## config.mk

```make
export PLATFORM = sky130hd
export DESIGN_NAME = fetch_sequencer
export DESIGN_NICKNAME = d
export VERILOG_FILES = /design/src/rtl/fetch_sequencer.sv
export SDC_FILE = /design/constraint.sdc
export NUM_CORES = 1
export LEC_CHECK = 0
export ABC_CLOCK_PERIOD_IN_PS = 2900
export CAP_MARGIN = 0
export CORE_MARGIN = 8
export CORE_UTILIZATION = 41
export CTS_CLUSTER_SIZE = 10
export DETAILED_ROUTE_END_ITERATION = 8
export PLACE_DENSITY = 0.75
export SLEW_MARGIN = 5
export SYNTH_ARGS = -nofsm -noshare
export SYNTH_HDL_FRONTEND = slang
export SYNTH_SLANG_ARGS = --single-unit
```

## constraint.sdc

```tcl
create_clock -name clk -period 2.9 [get_ports clk]
set_clock_uncertainty 0.2 [all_clocks]
set_input_delay 0.435 -clock clk [delete_from_list [all_inputs] [get_ports clk]]
set_output_delay 0.435 -clock clk [all_outputs]
set_load 0.01 [all_outputs]
```

## src/rtl/fetch_sequencer.sv

```systemverilog
`default_nettype none
// ============================================================================
//  Module   : fetch_sequencer
//  Purpose  : Owns the architectural PC and runs a single-outstanding fetch
//             handshake to instruction memory, holding each fetched word for
//             decode. Branch/jump redirects from execute replace the PC and
//             squash any response that was made stale by the redirect.
//  Revision : 1.0  initial release
// ============================================================================
module fetch_sequencer #(
    parameter int                XLEN     = 32,
    parameter logic [XLEN-1:0]   RESET_PC = 32'h0000_0000
) (
    input  logic            clk,
    input  logic            reset,
    input  logic            redirect_valid,
    input  logic [XLEN-1:0] redirect_pc,
    output logic            imem_req_valid,
    input  logic            imem_req_ready,
    output logic [XLEN-1:0] imem_req_addr,
    input  logic            imem_rsp_valid,
    input  logic [XLEN-1:0] imem_rsp_data,
    output logic            inst_valid,
    input  logic            inst_ready,
    output logic [XLEN-1:0] inst_data,
    output logic [XLEN-1:0] inst_pc,
    output logic            misalign_pulse
);

    localparam logic [1:0]      c_st_idle = 2'd0;
    localparam logic [1:0]      c_st_req  = 2'd1;
    localparam logic [1:0]      c_st_wait = 2'd2;
    localparam logic [1:0]      c_st_hold = 2'd3;
    localparam logic [XLEN-1:0] c_pc_step = XLEN'(4);

    logic [1:0]      r_state;
    logic [XLEN-1:0] r_pc;
    logic            r_drop;
    logic [XLEN-1:0] r_inst_data;
    logic [XLEN-1:0] r_inst_pc;
    logic            r_misalign;

    logic [XLEN-1:0] w_redirect_target;
    logic            w_redirect_misaligned;

    // Redirect targets are word-aligned by dropping the low two address bits.
    assign w_redirect_target     = {redirect_pc[XLEN-1:2], 2'b00};
    assign w_redirect_misaligned = |redirect_pc[1:0];

    // Sequencer: state, PC, stale-response flag and the decode holding register.
    // Redirects win over every normal transition except in IDLE.
    always_ff @(posedge clk or posedge reset) begin
        if (reset) begin
            r_state     <= c_st_idle;
            r_pc        <= RESET_PC;
            r_drop      <= 1'b0;
            r_inst_data <= '0;
            r_inst_pc   <= '0;
            r_misalign  <= 1'b0;
        end else begin
            r_misalign <= 1'b0;
            case (r_state)
                c_st_idle: begin
                    r_state <= c_st_req;
                end
                c_st_req: begin
                    if (redirect_valid) begin
                        r_pc       <= w_redirect_target;
                        r_misalign <= w_redirect_misaligned;
                        // A request accepted alongside the redirect targets the
                        // old PC, so its response must be thrown away.
                        if (imem_req_ready) begin
                            r_drop  <= 1'b1;
                            r_state <= c_st_wait;
                        end
                    end else if (imem_req_ready) begin
                        r_state <= c_st_wait;
                    end
                end
                c_st_wait: begin
                    if (redirect_valid) begin
                        r_pc       <= w_redirect_target;
                        r_misalign <= w_redirect_misaligned;
                        if (imem_rsp_valid) begin
                            // Response consumed and discarded right now.
                            r_drop  <= 1'b0;
                            r_state <= c_st_req;
                        end else begin
                            r_drop <= 1'b1;
                        end
                    end else if (imem_rsp_valid) begin
                        if (r_drop) begin
                            r_drop  <= 1'b0;
                            r_state <= c_st_req;
                        end else begin
                            r_inst_data <= imem_rsp_data;
                            r_inst_pc   <= r_pc;
                            r_pc        <= r_pc + c_pc_step;
                            r_state     <= c_st_hold;
                        end
                    end
                end
                c_st_hold: begin
                    if (redirect_valid) begin
                        // Held instruction is squashed even if decode takes it.
                        r_pc       <= w_redirect_target;
                        r_misalign <= w_redirect_misaligned;
                        r_state    <= c_st_req;
                    end else if (inst_ready) begin
                        r_state <= c_st_req;
                    end
                end
                default: begin
                    r_state <= c_st_idle;
                end
            endcase
        end
    end

    // Outputs come from registers only; the address is masked outside REQ so
    // every output reads zero while reset holds the machine in IDLE.
    assign imem_req_valid = (r_state == c_st_req);
    assign imem_req_addr  = (r_state == c_st_req) ? r_pc : '0;
    assign inst_valid     = (r_state == c_st_hold);
    assign inst_data      = r_inst_data;
    assign inst_pc        = r_inst_pc;
    assign misalign_pulse = r_misalign;

endmodule
`default_nettype wire

```

==> run_results.csv <==
group,metric,value,unit
flow_run,max-cap-violations,0,
power_and_ir_drop,p_per_area,1030,mW/mm2
cts,htree_levels,3,
worst_setup_path,arrival,2.09,ns
worst_setup_path,endpoint,"imem_req_addr[22]",
cts,clkTransAtPathRegs,0.07,ns
worst_setup_path,r2r_slack,0.34,ns
worst_setup_path,startpoint_type,"flip-flop",
die,fp.dieW,125,um
detailed_routing,wl,14700,um
sta,relSlewSlack,0.588,
synthesis,syn_area,0.00489,mm2
detailed_routing,avgRoutedWirePerCell,19.0,um
power_and_ir_drop,p_leak,2.92,nW
sta,fin_crit,2.73,ns
synthesis,ys_async_sr_fraction,1.00,
detailed_routing,drtIter0Drc,335,
sta,grt_setup_unrepaired,"no",
die,initial_utilization,0.414,
die,die_y,125,um
detailed_routing,drc_errors,0,
final_layout,fill_cells,996,
synthesis,synth_edf_count,0,
synthesis,ys_ff_latch,96,
final_layout,final_nets,698,
grt,grt_pass1_wl,24000,um
grt,overflow,0,
cts,root_buffer,"clkbuf_16",
detailed_routing,dr.pass1.iters,4,
die,core,0.0118,mm2
sta,max_freq,0.366,GHz
final_layout,num_antenna_cells,0,
synthesis,synth.yosys.seq_area_share,0.492,
grt,grt_max_degree,47,
final_layout,fin_util,0.600,
sta,post-route-period-util,0.941,
worst_setup_path,r2r_end,"r_pc[15]$_DFFE_PP0P_",
synthesis,avgSynthCellArea,10.5,um2
cts,cts.sinks,96,
synthesis,synth_cells,465,
worst_setup_path,critical_path.max_fanout,9,
sta,setup_violations,0,
cts,clkLatencyLatePin,0.34,ns
detailed_routing,vias,4377,
synthesis,synth.distinct_cells,51,
worst_setup_path,critical_path_class,"flip-flop to primary output",
cts,numCtsBuffers,9,
final_layout,drive_above_1_share,0.167,
detailed_routing,drtAntennaViolNets,0,
final_layout,multiInputGateArea,0.00231,mm2
grt,grt_usage,0.187,
grt,grt_pass1_vias,4587,
die,fp-row-count,40,
sta,hold_viol,0,
grt,antenna_found_initial,0,
final_layout,area_delta_synth_final,45.1,%
die,die_area,0.0157,mm2
worst_setup_path,r2r-start,"r_state[0]$_DFFE_PP0P_",
sta,slew_viol_final,0,
synthesis,yosys_warnings,0,
placed_design,dp_hpwl,10900,um
placed_design,place_congestion,0.853,
power_and_ir_drop,vdd_drop_max,0.000465,V
synthesis,ys.flop_type,"dfrtp_1",
worst_setup_path,cp-end-kind,"primary output",
sta,setup_tns,0,ns
synthesis,synth_top_area_frac,0.492,
detailed_routing,via_per_inst,5.65,
sta,worstMarginPinSlew,0.613,ns
worst_setup_path,cp-startpoint,"r_state[1]$_DFFE_PP0P_",
final_layout,seq_area,0.00240,mm2
cts,cts_buffer_depth,2,
outcome,status,"completed",
worst_setup_path,reg2reg_depth,6,
placed_design,io_buffer_count,164,
cts,tritoncts,"built",
synthesis,ys_top_cells_by_area,"dfrtp_1 (49%), mux2_2 (14%), and2_1 (3.8%), a21oi_1 (2.8%), nand3_1 (2.6%)",
worst_hold_path,min_path_type,"primary input to async pin",
synthesis,yosysTopAreaCell,"dfrtp_1",
die,io_pins,169,
worst_setup_path,worst-endpoint-required,2.27,ns
## area by class of cell
class                   instances  share of cell area
well taps                     147              0.0259
repair buffers                183               0.261
multi-input cells             324               0.326
clock buffers                  10              0.0337
clock inverters                 6             0.00953
inverters                       9             0.00529
flip-flops and latches         96               0.339
## synthesized netlist by cell type (all sizes together) (2+ instances only)
cell type,count
a211oi,2
a21o,2
a21oi,27
a2bb2oi,2
a311oi,2
a31oi,4
a32oi,2
and2,31
and3,4
and4,4
buf,17
clkbuf,22
dfrtp,96
ha,5
inv,9
mux2,62
nand2,21
nand3,25
nand4,15
nor2,22
nor3,13
nor3b,9
nor4,6
o211ai,6
o21ai,18
o22a,2
o22ai,2
o311ai,4
o32a,2
o32ai,6
or3,4
or4,4
or4b,2
## sequential cells by signal, summed over array words and instances (netlist names)
name	flops
misalign_pulse	1
r_pc	30
inst_data	32
inst_pc	30
r_drop	1
r_state	2
## metrics by stage
stage | instances | hold WS, ns | setup WS, ns | cell area [um2] | power (W)
global route | 775 | 0.319 | 0.0355 | 7090 | 0.00777
finish | 775 | 0.292 | 0.171 | 7090 | 0.00728
CTS | 775 | 0.307 | 0.0754 | 7090 | 0.00733
detailed placement | 759 | 0.295 | 0.182 | 6780 | 0.00608
floorplan | 468 | 0.306 | 0.523 | 4900 | 0.00417
global placement | 759 | 0.289 | 0.238 | 6780 | 0.00596
## power breakdown
part	internal [W]	total (W)	switching (W)
Combinational	0.00194	0.00359	0.00165
Clock	0.000696	0.00122	0.000529
Sequential	0.00191	0.00247	0.000556
## worst min path at each step
stage                                   start                        end  slack, ns  depth (start not counted)
CTS                                     reset    inst_pc[16]$_DFFE_PP0P_       0.31                          2
detailed placement    inst_pc[30]$_DFFE_PP0P_    inst_pc[30]$_DFFE_PP0P_       0.29                          1
finish                                  reset    inst_pc[15]$_DFFE_PP0P_       0.29                          2
global route         inst_data[0]$_DFFE_PP0P_   inst_data[0]$_DFFE_PP0P_       0.32                          1
floorplan                r_pc[15]$_DFFE_PP0P_       r_pc[15]$_DFFE_PP0P_       0.31                          1
global placement    inst_data[30]$_DFFE_PP0P_  inst_data[30]$_DFFE_PP0P_       0.29                          1
## critical path: stages, from the launching register on
cell             delay (ns)
dfrtp_1                0.41
inv_1                  0.11
ha_1                   0.28
buf_4                  0.22
and2_1                 0.19
clkdlybuf4s50_1        0.55
## routing by layer
metal  vias to the layer above  part of all wire  global-route usage
li1                       2021                 -                   -
met1                      2135              0.40               0.224
met2                       200              0.48               0.299
met3                        21              0.11              0.0786
met4                         0             0.016              0.0587
met5                         -                 0                   0
## placed cells by master, fill, tap and decap left out, drive strengths merged, types with 5 or more instances in the layout
master,synthesis,final
nor2,22,22
a21oi,27,27
buf,17,19
o21ai,18,18
nor3b,9,9
dfrtp,96,96
nor4,6,6
nor3,13,13
ha,5,5
nand3,25,25
nand2,21,21
o211ai,6,6
nand4,15,15
inv,9,9
and2,31,31
o32ai,6,6
mux2,62,62
clkdlybuf4s50,0,164
clkbuf,22,10
## timing repair
| action | 4_1_cts | 5_1_grt |
|---|---|---|
| gates resized for setup | 0 | 1 |
| buffers inserted | 0 | 0 |
| setup endpoints to repair | 0 | 13 |
| hold buffers | 0 | 0 |
## cells by family after synthesis
kind of cell | after synthesis | share of synthesized area
AND/OR/NAND/NOR | 162 | 0.185
flip-flops | 96 | 0.492
AO/OA/AOI/OAI | 90 | 0.122
multiplexers | 63 | 0.145
buffers and inverters | 48 | 0.0428
adder cells (fa/ha/maj) | 5 | 0.0128
other | 1 | 0.000768
(Power assumes the default switching activity.)
